==> src/rtl/score_seg_encoder_if.sv <==
// score_seg_encoder_if: request/result bundle for the score display encoder.
//   start  - conversion request (block samples it only while idle)
//   score  - 14-bit unsigned binary score
//   busy   - conversion in progress
//   done   - one-cycle pulse when bcd/seg* carry a new result
//   bcd    - packed BCD result, [15:12] thousands .. [3:0] ones
//   seg3..seg0 - 7-segment patterns (index 0 = segment a) for
//                thousands, hundreds, tens, ones
// master: the requester side; slave: the encoder.
interface score_seg_encoder_if;
    logic        start;
    logic [13:0] score;
    logic        busy;
    logic        done;
    logic [15:0] bcd;
    logic [0:6]  seg3;
    logic [0:6]  seg2;
    logic [0:6]  seg1;
    logic [0:6]  seg0;

    modport master (
        output start, score,
        input  busy, done, bcd, seg3, seg2, seg1, seg0
    );

    modport slave (
        input  start, score,
        output busy, done, bcd, seg3, seg2, seg1, seg0
    );
endinterface

==> src/rtl/score_seg_encoder.sv <==
// score_seg_encoder: saturates a binary score to MAX_SCORE, converts it to
// four BCD digits with a serial double-dabble (one bit per cycle) and
// registers the digits plus their 7-segment patterns. Start-to-done latency
// is a fixed 15 cycles.
// Ports:
//   clk   - clock, rising edge
//   rst_n - synchronous active-low reset
//   bus   - score_seg_encoder_if.slave (start/score in, busy/done/bcd/seg* out)
// Optional feature: define SCORE_LZ_BLANK_EN to blank leading-zero digits
// on seg3..seg1 (seg0 always shows its digit; bcd is never affected).
module score_seg_encoder #(
    parameter int MAX_SCORE = 9999
) (
    input  logic                  clk,
    input  logic                  rst_n,
    score_seg_encoder_if.slave    bus
);

    localparam logic [13:0] MAX_S    = 14'(MAX_SCORE);
    localparam logic [0:6]  SEG_ZERO = 7'b1111110;
    localparam logic [0:6]  SEG_BLNK = 7'b0000000;
`ifdef SCORE_LZ_BLANK_EN
    localparam logic [0:6]  SEG_RST_HI = SEG_BLNK;
`else
    localparam logic [0:6]  SEG_RST_HI = SEG_ZERO;
`endif

    typedef enum logic [1:0] {IDLE, CAPT, CONV, UPD} state_t;

    state_t      state, state_nxt;
    logic [13:0] bin;
    logic [15:0] acc, acc_adj;
    logic [3:0]  cnt;
    logic [13:0] score_sat;

    logic        busy, done;
    logic [15:0] bcd;
    logic [0:6]  seg3, seg2, seg1, seg0;
    logic [0:6]  p3, p2, p1, p0;

    function automatic logic [0:6] seg_of(input logic [3:0] d);
        case (d)
            4'd0:    seg_of = 7'b1111110;
            4'd1:    seg_of = 7'b0110000;
            4'd2:    seg_of = 7'b1101101;
            4'd3:    seg_of = 7'b1111001;
            4'd4:    seg_of = 7'b0110011;
            4'd5:    seg_of = 7'b1011011;
            4'd6:    seg_of = 7'b1011111;
            4'd7:    seg_of = 7'b1110000;
            4'd8:    seg_of = 7'b1111111;
            4'd9:    seg_of = 7'b1111011;
            default: seg_of = 7'b0000000;
        endcase
    endfunction

    assign score_sat = (bus.score > MAX_S) ? MAX_S : bus.score;

    // Double-dabble correction: any digit >=5 would overflow past 9 on the shift.
    always_comb begin
        acc_adj = acc;
        for (int i = 0; i < 4; i++) begin
            if (acc[i*4 +: 4] >= 4'd5)
                acc_adj[i*4 +: 4] = acc[i*4 +: 4] + 4'd3;
        end
    end

    // Patterns from the finished accumulator; only consumed in UPD.
    always_comb begin
        p3 = seg_of(acc[15:12]);
        p2 = seg_of(acc[11:8]);
        p1 = seg_of(acc[7:4]);
        p0 = seg_of(acc[3:0]);
`ifdef SCORE_LZ_BLANK_EN
        if (acc[15:12] == 4'd0)                                   p3 = SEG_BLNK;
        if (acc[15:8]  == 8'd0)                                   p2 = SEG_BLNK;
        if (acc[15:4]  == 12'd0)                                  p1 = SEG_BLNK;
`endif
    end

    always_ff @(posedge clk) begin
        if (!rst_n) state <= IDLE;
        else        state <= state_nxt;
    end

    // IDLE captures directly into CONV so the latency stays at 15 cycles;
    // CAPT is only a recovery path into CONV.
    always_comb begin
        state_nxt = state;
        case (state)
            IDLE:    if (bus.start) state_nxt = CONV;
            CAPT:    state_nxt = CONV;
            CONV:    if (cnt == 4'd13) state_nxt = UPD;
            UPD:     state_nxt = IDLE;
            default: state_nxt = IDLE;
        endcase
    end

    always_ff @(posedge clk) begin
        if (!rst_n) begin
            busy <= 1'b0;
            done <= 1'b0;
            bcd  <= 16'h0000;
            seg3 <= SEG_RST_HI;
            seg2 <= SEG_RST_HI;
            seg1 <= SEG_RST_HI;
            seg0 <= SEG_ZERO;
            bin  <= '0;
            acc  <= '0;
            cnt  <= '0;
        end else begin
            done <= 1'b0;
            case (state)
                IDLE: if (bus.start) begin
                    bin  <= score_sat;
                    acc  <= '0;
                    cnt  <= '0;
                    busy <= 1'b1;
                end
                CONV: begin
                    {acc, bin} <= {acc_adj[14:0], bin, 1'b0};
                    cnt        <= cnt + 4'd1;
                end
                UPD: begin
                    bcd  <= acc;
                    seg3 <= p3;
                    seg2 <= p2;
                    seg1 <= p1;
                    seg0 <= p0;
                    done <= 1'b1;
                    busy <= 1'b0;
                end
                default: ;
            endcase
        end
    end

    assign bus.busy = busy;
    assign bus.done = done;
    assign bus.bcd  = bcd;
    assign bus.seg3 = seg3;
    assign bus.seg2 = seg2;
    assign bus.seg1 = seg1;
    assign bus.seg0 = seg0;

endmodule

==> src/flat_wrapper.sv <==
// flat-port wrapper written by rule: the top's interface ports become plain ports
module score_seg_encoder_flat 
#(
    parameter int MAX_SCORE = 9999
)
  (clk, rst_n, bus_start, bus_score, bus_busy, bus_done, bus_bcd, bus_seg3, bus_seg2, bus_seg1, bus_seg0);
  score_seg_encoder_if bus_i ();
  input  logic clk;
  input  logic rst_n;
  input wire logic [$bits(bus_i.start)-1:0] bus_start;
  input wire logic [$bits(bus_i.score)-1:0] bus_score;
  output wire logic [$bits(bus_i.busy)-1:0] bus_busy;
  output wire logic [$bits(bus_i.done)-1:0] bus_done;
  output wire logic [$bits(bus_i.bcd)-1:0] bus_bcd;
  output wire logic [$bits(bus_i.seg3)-1:0] bus_seg3;
  output wire logic [$bits(bus_i.seg2)-1:0] bus_seg2;
  output wire logic [$bits(bus_i.seg1)-1:0] bus_seg1;
  output wire logic [$bits(bus_i.seg0)-1:0] bus_seg0;
  assign bus_i.start = bus_start;
  assign bus_i.score = bus_score;
  assign bus_busy = bus_i.busy;
  assign bus_done = bus_i.done;
  assign bus_bcd = bus_i.bcd;
  assign bus_seg3 = bus_i.seg3;
  assign bus_seg2 = bus_i.seg2;
  assign bus_seg1 = bus_i.seg1;
  assign bus_seg0 = bus_i.seg0;
  score_seg_encoder #(.MAX_SCORE(MAX_SCORE)) u_core (.clk(clk), .rst_n(rst_n), .bus(bus_i));
endmodule
==> config.mk <==
export PLATFORM = sky130hd
export DESIGN_NAME = score_seg_encoder_flat
export DESIGN_NICKNAME = d
export VERILOG_FILES = /design/src/rtl/score_seg_encoder_if.sv /design/src/rtl/score_seg_encoder.sv /design/src/flat_wrapper.sv
export SDC_FILE = /design/constraint.sdc
export NUM_CORES = 1
export LEC_CHECK = 0
export ABC_AREA = 1
export CAP_MARGIN = 15
export CORE_ASPECT_RATIO = 0.6
export CORE_MARGIN = 2
export CORE_UTILIZATION = 35
export DETAILED_ROUTE_END_ITERATION = 12
export PLACE_DENSITY_LB_ADDON = 0.3
export SYNTH_ARGS = -nofsm -noshare
export SYNTH_HDL_FRONTEND = slang
export SYNTH_SLANG_ARGS = --single-unit
==> constraint.sdc <==
create_clock -name clk -period 1.2 [get_ports clk]
set_input_delay 0.24 -clock clk [delete_from_list [all_inputs] [get_ports clk]]
set_output_delay 0.24 -clock clk [all_outputs]
set_load 0.01 [all_outputs]
==> metrics.txt <==
r2r endpoint=u_core.bin[1]$_SDFFE_PN0P_; P_int=4.66 mW; Yosys warning total=0; NetSw=~1.4 mW; hold-critical path endpoint=u_core.bin[8]$_SDFFE_PN0P_; Slew HR=82.2%; initial antenna violation count=0; post-synthesis cell area=approximately 0.0039 mm²; Lkg Pwr=2.66 nW; fin crit period=1.25 ns; Initial Util=36.5%; reg2reg setup slack=-0.05 ns; CTS tree=built; run status=finished with violations; WP data required=1.44 ns; fraction of layout cells with a size suffix above 1=approximately 38%; WL/cell=14.3 µm; I/O Pins=63; DIE AREA=between 0.01 and 0.015 mm²; pre-CTS WS=-0.392 ns; PD cells=approximately 1000 mW/mm²; Design Area, Final=0.00605 mm²; fmax=803 MHz; mean post-synth cell area=7.32 µm²; Final Max Tran Viols=0; register bit total from synthesis=82; Post-DP Area=between 0.005 and 0.006 mm²; largest net degree at the start of global routing=22; violated checks=setup timing; sequential-to-total area share from yosys stat=42.1%; worst setup margin=-0.0454 ns; Clock Power Share=about 45%; total number of vias=3957; Synth area leader=dfxtp_1; Startpoint Class=flip-flop; hold path startpoint=bus_score[8]; synth top area cells=dfxtp_1, nand2_1, ha_1; R2R Path Start=u_core.state[1]$_SDFFE_PN0P_; Slew @ Worst Pin=0.265 ns; Cells after Synth=533; critical path fanouts, max=5; Clk pin slew, worst setup/hold paths=~0.06 ns; H-tree levels=3; element type at the critical path end=flip-flop; ys async rst share=0%; top post-synthesis cells by count=nand2_1, dfxtp_1, inv_1; Setup-failing EPs final=16; CTS Buf Count=9; Placed Cells=777; Max-cap violations=0; Avg Vias per Cell=4.94; Detailed Route WL=11400 µm; fin nets=between 700 and 800; Ant. Diodes=0; first-pass GRT wire length=17700 µm; row cnt=29; EDFF count, synth=0; post-synth cell types=27; Clock Tree Buf Depth=2; chip width=roughly 140 µm; clock tree sinks=a little over 80; post-route core utilization=56.6%; clock latency on the worst-skew pair=around 0.35 ns; I/O Buffers=62; Overall Global Routing Usage=roughly a fifth; top-count cell post-synth=nand2_1; Final HPWL DP=7660 µm; sequential power share=45.9%; Post-DRT Antenna Nets=0; Worst VDD drop=roughly 740 µV; P&R area growth vs syn=55.1%; total core area=0.0107 mm²; Clock Tree Root=clkbuf_16; starting DRC count in detailed routing=224; final hold vios=0; Clock Skews=0.00634 ns; ys flop type=dfxtp_1; syn nets=578; chip height=about 86 µm; Crit Path Category=reg2reg; min-delay worst type=in2reg; post-route non-filler standard cell count=roughly 800; period utilization=104%; Worst Hold Slack=roughly 0.25 ns; R2R depth=7; gr ovfl total=0; number of global-route vias before repair=3617; RSZ-0062 raised after global routing=true; Sw Ratio=about a quarter; CP arrival=1.49 ns; Residual DRC=0; RePlAce Congestion=0.905; Comb power frac=9.0%; share of the synthesized area in the top cell type=42.1%; hold depth=5; DRT Pass-1 Iters=4
[how the worst max path moves through the flow]
stage / from / end / slack [ns] / cells past startpoint
finish: u_core.state[1]$_SDFFE_PN0P_ / u_core.bin[1]$_SDFFE_PN0P_ / -0.05 / 7
global route: u_core.acc[12]$_SDFFE_PN0P_ / u_core.acc[13]$_SDFFE_PN0P_ / -0.16 / 7
CTS: u_core.acc[12]$_SDFFE_PN0P_ / u_core.acc[14]$_SDFFE_PN0P_ / -0.05 / 7
detailed placement: rst_n / u_core.bus.seg1[1]$_SDFFE_PN1P_ / -0.39 / 9
global placement: rst_n / u_core.bus.seg1[1]$_SDFFE_PN1P_ / -0.38 / 9
floorplan: u_core.acc[8]$_SDFFE_PN0P_ / u_core.acc[11]$_SDFFE_PN0P_ / -0.004 / 7
[cell usage in the layout (no fill, tap or decap), types with 5 or more instances in the layout]
cell type        count
a21oi_2             19
inv_2               12
clkbuf_2            28
nand2_2             18
ha_4                10
nand4_1              6
dfxtp_2             12
clkbuf_16           13
dfxtp_4              6
a21oi_1             39
clkdlybuf4s15_1     14
inv_1               42
nand2_4             13
buf_12               8
o21ai_1             38
dlymetal6s2s_1       6
nor2_1              41
nand3_1             22
clkdlybuf4s50_1      9
ha_1                18
o21ai_0             21
nand2_1             78
inv_4               11
buf_6                8
dfxtp_1             64
o22ai_1              5
buf_4               54
nand3_2              8
[power groups by stage]
stage                     registers (mW)  logic, mW  clock network, mW
after global placement              2.85      0.424                  0
after global routing                2.80      0.596               2.93
after detailed placement            2.86      0.430                  0
after floorplan                     2.85      0.211                  0
after CTS                           2.80      0.438               2.79
final                               2.80      0.546               2.75
[kinds of logic (layout without fill, tap and decap cells)]
family,after synthesis,in the layout,synth area share [%]
compound gates,137,137,18.6
buf+inv,88,217,9.39
fa+ha+maj,28,28,8.97
flops,82,82,42.1
simple gates,198,198,21.0
[state kept, by name (all words and copies together), names as in the netlist]
register         count
u_core.bus.busy      1
u_core.bus.seg0      7
u_core.bus.seg2      7
u_core.bin          14
u_core.bus.seg1      7
u_core.state         2
u_core.bus.bcd      16
u_core.acc          16
u_core.bus.done      1
u_core.cnt           4
u_core.bus.seg3      7
[cell type report]
cell class                      instances  area [µm²]
Timing Repair Buffer                  136        1240
Multi-Input combinational cell        363        2380
Sequential cell                        82        1680
Inverter                               65         272
Clock inverter                          3        20.0
Tap cell                              139         174
Clock buffer                           13         282
Fill cell                             927        4650
[metrics by stage]
| step | total power [mW] | TNS [ns] |
|---|---|---|
| after global routing | 6.33 | -1.99 |
| after global placement | 3.28 | -22.74 |
| after CTS | 6.03 | -0.123 |
| after detailed placement | 3.29 | -23.81 |
| final | 6.09 | -0.389 |
| after floorplan | 3.06 | -0.00372 |
[critical path: stages (launching register included)]
cell,delay [ns]
dfxtp_4,0.37
buf_6,0.12
o21ai_4,0.19
buf_12,0.16
clkbuf_16,0.15
a21oi_2,0.05
nand2_1,0.06
inv_1,0.04
[per-layer routing]
metal | up-vias | track usage (%) | routed length (µm)
li1 | 2000 | - | -
met1 | 1842 | 26.6 | 5680
met2 | 96 | 26.4 | 4850
met3 | 19 | 6.09 | 752
met4 | 0 | 6.24 | 163
met5 | - | 0 | 0
[timing repair]
| item | in CTS | in global routing |
|---|---|---|
| pin swaps | 12 | 56 |
| resized for setup | 103 | 198 |
| hold buffers | 0 | 0 |
| endpoints found under the hold margin | 0 | 0 |
| setup endpoints to repair | 77 | 102 |
| setup buffers | 1 | 3 |
| gates cloned | 0 | 4 |
Note: power is estimated with default switching activity, not from simulation.
